--- config.mk ---
export PLATFORM = sky130hd
export DESIGN_NAME = padbid_xfer_ctrl
export DESIGN_NICKNAME = d
export VERILOG_FILES = /design/src/rtl/padbid_xfer_ctrl.sv
export SDC_FILE = /design/constraint.sdc
export NUM_CORES = 1
export LEC_CHECK = 0
export CAP_MARGIN = 20
export CELL_PAD_IN_SITES_DETAIL_PLACEMENT = 1
export CELL_PAD_IN_SITES_GLOBAL_PLACEMENT = 1
export CORE_MARGIN = 4
export CORE_UTILIZATION = 32
export DETAILED_ROUTE_END_ITERATION = 12
export PLACE_DENSITY = 0.79
export SLEW_MARGIN = 40
export SYNTH_ARGS = -nofsm -noshare
export SYNTH_HDL_FRONTEND = slang
export SYNTH_SLANG_ARGS = --single-unit
--- constraint.sdc ---
create_clock -name CK -period 2.6 [get_ports CK]
set_input_delay 0.39 -clock CK [delete_from_list [all_inputs] [get_ports CK]]
set_output_delay 0.39 -clock CK [all_outputs]
set_load 0.02 [all_outputs]
--- src/rtl/padbid_xfer_ctrl.sv ---
`default_nettype none
// ============================================================================
// Module   : padbid_xfer_ctrl
// Brief    : Half-duplex controller for a WIDTH-bit PADBID pad bus. Writes
//            drive the pads for DRIVE_CYC cycles, then release them for a
//            TURN_CYC turnaround. Reads release the pads for SETTLE_CYC
//            cycles, capture pad_c and return it over a valid/ready handshake.
//            Optional macro PADBID_LOOPBACK_CHK_EN adds a sticky loopback
//            comparator on the last drive cycle (err). Without it, err is 0.
// Revision : 1.0 - initial release
// ============================================================================
module padbid_xfer_ctrl #(
    parameter int WIDTH      = 4,
    parameter int DRIVE_CYC  = 2,
    parameter int TURN_CYC   = 1,
    parameter int SETTLE_CYC = 2
) (
    input  logic             CK,
    input  logic             RN,
    input  logic             wr_valid,
    output logic             wr_ready,
    input  logic [WIDTH-1:0] wr_data,
    input  logic             rd_req,
    output logic             rd_valid,
    output logic [WIDTH-1:0] rd_data,
    input  logic             rd_ready,
    output logic [WIDTH-1:0] pad_i,
    output logic [WIDTH-1:0] pad_oen,
    input  logic [WIDTH-1:0] pad_c,
    output logic             busy,
    output logic             err
);

    // The counter is sized for the largest cycle parameter.
    localparam int c_MAX_A = (DRIVE_CYC > TURN_CYC) ? DRIVE_CYC : TURN_CYC;
    localparam int c_MAX   = (c_MAX_A > SETTLE_CYC) ? c_MAX_A : SETTLE_CYC;
    localparam int c_CW    = $clog2(c_MAX + 1);

    // Reload values are "cycles - 1" because the phase ends on the edge
    // where the counter reads zero.
    localparam logic [c_CW-1:0] c_DRIVE_LD  = c_CW'(DRIVE_CYC - 1);
    localparam logic [c_CW-1:0] c_TURN_LD   = c_CW'((TURN_CYC > 0) ? TURN_CYC - 1 : 0);
    localparam logic [c_CW-1:0] c_SETTLE_LD = c_CW'(SETTLE_CYC - 1);

    localparam logic [2:0] c_ST_IDLE   = 3'd0;
    localparam logic [2:0] c_ST_DRIVE  = 3'd1;
    localparam logic [2:0] c_ST_TURN   = 3'd2;
    localparam logic [2:0] c_ST_SETTLE = 3'd3;
    localparam logic [2:0] c_ST_RESP   = 3'd4;

    logic [2:0]       r_state;
    logic [2:0]       w_state_nxt;
    logic [c_CW-1:0]  r_cnt;
    logic [c_CW-1:0]  w_cnt_nxt;
    logic [WIDTH-1:0] w_pad_i_nxt;
    logic [WIDTH-1:0] w_pad_oen_nxt;
    logic             w_rd_valid_nxt;
    logic [WIDTH-1:0] w_rd_data_nxt;
    logic             w_cnt_zero;

    assign w_cnt_zero = (r_cnt == '0);
    assign wr_ready   = (r_state == c_ST_IDLE);
    assign busy       = (r_state != c_ST_IDLE);

    // State register and phase counter.
    always_ff @(posedge CK) begin
        if (!RN) begin
            r_state <= c_ST_IDLE;
            r_cnt   <= '0;
        end else begin
            r_state <= w_state_nxt;
            r_cnt   <= w_cnt_nxt;
        end
    end

    // Next-state and counter reload/decrement.
    always_comb begin
        w_state_nxt = r_state;
        w_cnt_nxt   = r_cnt;
        case (r_state)
            c_ST_IDLE: begin
                if (wr_valid) begin
                    w_state_nxt = c_ST_DRIVE;
                    w_cnt_nxt   = c_DRIVE_LD;
                end else if (rd_req) begin
                    w_state_nxt = c_ST_SETTLE;
                    w_cnt_nxt   = c_SETTLE_LD;
                end
            end
            c_ST_DRIVE: begin
                if (w_cnt_zero) begin
                    w_state_nxt = (TURN_CYC == 0) ? c_ST_IDLE : c_ST_TURN;
                    w_cnt_nxt   = c_TURN_LD;
                end else begin
                    w_cnt_nxt = r_cnt - 1'b1;
                end
            end
            c_ST_TURN: begin
                if (w_cnt_zero) begin
                    w_state_nxt = c_ST_IDLE;
                end else begin
                    w_cnt_nxt = r_cnt - 1'b1;
                end
            end
            c_ST_SETTLE: begin
                if (w_cnt_zero) begin
                    w_state_nxt = c_ST_RESP;
                end else begin
                    w_cnt_nxt = r_cnt - 1'b1;
                end
            end
            c_ST_RESP: begin
                if (rd_ready) begin
                    w_state_nxt = c_ST_IDLE;
                end
            end
            default: begin
                w_state_nxt = c_ST_IDLE;
                w_cnt_nxt   = '0;
            end
        endcase
    end

    // Next values of the registered pad and read-return outputs.
    always_comb begin
        w_pad_i_nxt    = pad_i;
        w_pad_oen_nxt  = pad_oen;
        w_rd_valid_nxt = rd_valid;
        w_rd_data_nxt  = rd_data;
        case (r_state)
            c_ST_IDLE: begin
                if (wr_valid) begin
                    w_pad_i_nxt   = wr_data;
                    w_pad_oen_nxt = '0;
                end else begin
                    w_pad_i_nxt   = '0;
                    w_pad_oen_nxt = '1;
                end
            end
            c_ST_DRIVE: begin
                if (w_cnt_zero) begin
                    w_pad_i_nxt   = '0;
                    w_pad_oen_nxt = '1;
                end
            end
            c_ST_SETTLE: begin
                if (w_cnt_zero) begin
                    w_rd_data_nxt  = pad_c;
                    w_rd_valid_nxt = 1'b1;
                end
            end
            c_ST_RESP: begin
                if (rd_ready) begin
                    w_rd_valid_nxt = 1'b0;
                end
            end
            default: begin
                w_pad_i_nxt   = '0;
                w_pad_oen_nxt = '1;
            end
        endcase
    end

    // Output registers; reset releases the pads and drops any pending read.
    always_ff @(posedge CK) begin
        if (!RN) begin
            pad_i    <= '0;
            pad_oen  <= '1;
            rd_valid <= 1'b0;
            rd_data  <= '0;
        end else begin
            pad_i    <= w_pad_i_nxt;
            pad_oen  <= w_pad_oen_nxt;
            rd_valid <= w_rd_valid_nxt;
            rd_data  <= w_rd_data_nxt;
        end
    end

`ifdef PADBID_LOOPBACK_CHK_EN
    logic r_err;
    logic w_lb_mismatch;

    // The pad must read back what it drives by the last drive cycle.
    assign w_lb_mismatch = (r_state == c_ST_DRIVE) && w_cnt_zero && (pad_c != pad_i);

    // Sticky loopback error, cleared only by reset.
    always_ff @(posedge CK) begin
        if (!RN) begin
            r_err <= 1'b0;
        end else if (w_lb_mismatch) begin
            r_err <= 1'b1;
        end
    end

    assign err = r_err;
`else
    assign err = 1'b0;
`endif

endmodule
`default_nettype wire

# After elaboration in Yosys (flattened, before gate mapping)
# Cells that the tools add are included.
[word_totals]
inputBits = 13
regBits = 18
wordCells = 51
output_inout_bits = 16
[classes]
mux = 21
eq_ne = 10
bitwise = 2
n_reduce_logical = 11
add_sub_neg = 1
[ops]
columns = ["operator", "n"]
rows = [
  ["case mux 4 bit (3 select lines)", 2],
  ["two-way mux 3 bit", 6],
  ["two-way mux 4 bit", 4],
  ["case mux 3 bit (5 select lines)", 1],
  ["!= test 2 bit (second input constant)", 5],
  ["two-way mux 2 bit", 4],
  ["case mux 2 bit (4 select lines)", 1],
  ["== test 3 x 2 -> 1 bit (second input constant)", 2],
  ["AND reduction 3 bit", 2],
  ["AND reduction 5 bit", 1],
  ["AND reduction 2 bit", 2],
  ["OR reduction 2 bit", 2],
  ["== test 3 x 1 -> 1 bit (second input constant)", 1],
  ["== test 3 bit (second input constant)", 1],
  ["zero test 3 bit", 1],
  ["!= test 3 x 2 -> 1 bit (second input constant)", 1],
  ["nonzero test 3 bit", 1],
  ["zero test 2 bit", 1],
  ["two-way mux 1 bit", 2],
  ["NOT 1 bit", 2],
  ["case mux 1 bit (2 select lines)", 1],
  ["nonzero test 2 bit", 1],
  ["subtractor 2 x 1 -> 2 bit (second input constant)", 1],
]

# Depth between registers and ports, before layout
[depth]
depth_word = 4
ltp_mapped = 6
mapped_depth_nobuf = 6

# Least setup slack after synthesis
# No wires, ideal clock.
[synth_path]
path_type = "register to output"
start = "reg r_state[1]"
end = "out wr_ready"
arrival_time_ps = 1035
path_stages_with_launch = 5
t_required_ps = 2210
path_buffers = 1
slack_ps = 1175
cell_sequence = "dfxtp_1 > buf_2 > nor2_2 > nand2_1 > inv_1"
[synth_between]
elab_chain_cells = 1
[synth_rtl]
columns = ["item", "line_no", "text"]
rows = [
  ["start: declaration", "51", "logic [2:0] r_state;"],
  ["start signal: assignment", "68", "r_state <= c_ST_IDLE;"],
  ["start signal: assignment", "71", "r_state <= w_state_nxt;"],
  ["zero test 3 bit", "62", "assign wr_ready = (r_state == c_ST_IDLE);"],
  ["end: declaration", "21", "output logic wr_ready,"],
]
# No other way between the ends.

# Final worst setup path
# Same ends and word-level chain as after synthesis.

==> results_dict.tcl <==
set metrics [dict create \
    status "completed" \
    setup_violations 0 \
    crit_start "r_state[1]" \
    worstPathArrival_ps 1780 \
    hp-class "reg2reg" \
    crit_fanout 10 \
    hold_ws_ps 483 \
    wl_per_cell_um 13.4 \
    synthDominantCellAreaShare 0.419 \
    antenna_found_initial 0 \
    nets 119 \
    synthMostInstantiatedCell "dfxtp_1" \
    setup-tns-final_ps 0 \
    diodes 0 \
    p_per_area_nw_per_um2 783 \
    drtIter0Drc 5 \
    start_util 0.351 \
    postLayoutCellArea_um2 996 \
    reg2reg_depth 5 \
    r2r-end "r_cnt[0]" \
    async_flop_share 0 \
    multi_input_area_um2 335 \
    cts_setup_buffers 0 \
    grt_max_degree 11 \
    grt_pass1_vias 630 \
    cts_resized 0 \
    gp_congestion 0.755 \
    synth_cell_types 30 \
    grt_pass1_wl_mm 2.90 \
    cts_tree "built" \
    worst_setup_path_start_kind "register" \
    rr_startpoint "r_cnt[0]" \
    peakVddDrop_v 0.000333 \
    coreArea_um2 2040 \
    p_leak_nw 0.414 \
    netlist_area_um2 717 \
    drive_gt1_frac 0.0686 \
    critPathCapture "wr_ready" \
    finalClockSkew_ps 11.2 \
    seq_area_um2 300 \
    numCtsBuffers 3 \
    clock-sinks 15 \
    grt_setup_unrepaired "no" \
    crit_chain "nor2_2, nand2_1, inv_1, clkdlybuf4s50_1" \
    die-area_um2 3060 \
    pre_cts_ws_ps 747 \
    root_buffer "clkbuf_4" \
    synth_area_leaders "dfxtp_1, mux2i_1, ha_1, a22o_1, buf_4" \
    clkLatencyLatePin_ps 280 \
    syn_inst 78 \
    io_buffers 27 \
    vias_per_cell 4.90 \
    cpLargestDelayFamily "buffers and inverters" \
    cp-end-kind "output pin" \
    fill_cells 252 \
    clkTransAtPathRegs_ps 100 \
    synth_common_cells "dfxtp_1, inv_1, nand2_1, nor2_1" \
    critPathKind "reg2out" \
    max_freq_mhz 461 \
    fin_util 0.488 \
    place_hpwl_mm 1.38 \
    ys_ff_latch 15 \
    vias 632 \
    drv_cap 0 \
    grtUsageTotal 0.120 \
    layout_setup_ws_ps 429 \
    ios 29 \
    rows 16 \
    drc 0 \
    worst-path-stages 4 \
    holdBufCountCts 0 \
    ys.warnings.count 0 \
    synthToLayoutAreaGrowth_pct 38.9 \
    hold_viol 0 \
    die_y_um 55.3 \
    ys_dominant_reg_cell "dfxtp_1" \
    totalWireLength_mm 1.73 \
    grt-ovfl-total 0 \
    yosysTopAreaCell "dfxtp_1" \
    clock_path_buffers 2 \
    drt_pass1_iterations 4 \
    r2r_setup_slack_ps 1030 \
    synth_edf_count 0 \
    min_period_over_period 0.835 \
    ys_seq_area_frac 0.419 \
    crit_buf_inv 2 \
    placed_cell_area_um2 970 \
    max_stage_delay_ps 590 \
    htreeDepth 1 \
    slew_viol_final 0 \
    fp.dieW_um 55.3 \
    worstPathRequired_ps 2210 \
    ant_nets 0 \
    synthesis.nets 94 \
    syn_area_per_cell_um2 9.19 \
    timing.final.crit_period_ps 2170 \
    crit_path_top_delay_cell "clkdlybuf4s50_1" \
]
## cell type report
type | count | share of cell area
multi-input combinational | 48 | 0.337
tap | 27 | 0.0339
timing repair buffer | 27 | 0.271
sequential | 15 | 0.302
inverter | 8 | 0.0302
clock buffer | 4 | 0.0264
## per-layer routing
layer	up-vias	GRT usage	wire (um)
met5	-	0	0
met4	0	0.0625	30
met3	4	0.0490	159
met2	25	0.182	777
met1	287	0.143	765
li1	316	-	-
## registers in the layout, indices dropped and copies added (netlist names)
signal / count
pad_oen: 1
pad_i: 4
rd_valid: 1
r_cnt: 2
r_state: 3
rd_data: 4
## metrics by stage
stage          std cells  power, W
2_1_floorplan         78  0.000532
3_3_place_gp         125  0.000642
3_5_place_dp         125  0.000654
4_1_cts              129  0.000790
5_1_grt              129  0.000838
6_report             129  0.000780
## cell usage in the layout, fill, tap and decap left out, types with 2 or more instances in the layout
master / n
mux2i_1: 4
a22o_1: 4
dfxtp_1: 15
o31ai_1: 2
a211oi_1: 2
o21ai_0: 2
ha_1: 3
nor2_1: 6
inv_1: 7
clkbuf_4: 3
nand3b_1: 2
nand2_1: 6
a21oi_1: 3
clkdlybuf4s50_1: 27
## power breakdown
part / internal (W) / switching [W]
Clock: 0.0000595 / 0.0000736
Sequential: 0.000266 / 0.0000473
Combinational: 0.000155 / 0.000178
## worst min-delay path by stage
stage	start	to	slack, ps	cells after the start
3_3_place_gp	pad_i[3]	pad_i[3]	460	1
4_1_cts	pad_i[3]	pad_i[3]	490	1
6_report	pad_i[2]	pad_i[2]	480	1
3_5_place_dp	pad_i[3]	pad_i[3]	460	1
5_1_grt	pad_i[3]	pad_i[3]	510	1
2_1_floorplan	r_cnt[1]	r_cnt[1]	490	2
## cell families (layout without fill, tap and decap cells)
family / after synthesis / in the layout / share of synthesized area
flip-flops: 15 / 15 / 0.419
adder cells (fa/ha/maj): 3 / 3 / 0.0524
AO/OA/AOI/OAI: 21 / 21 / 0.229
multiplexers: 4 / 4 / 0.0558
AND/OR/NAND/NOR: 19 / 19 / 0.126
buffers and inverters: 15 / 39 / 0.113
other: 1 / 1 / 0.00523
Note: power is estimated with default switching activity, not from simulation.
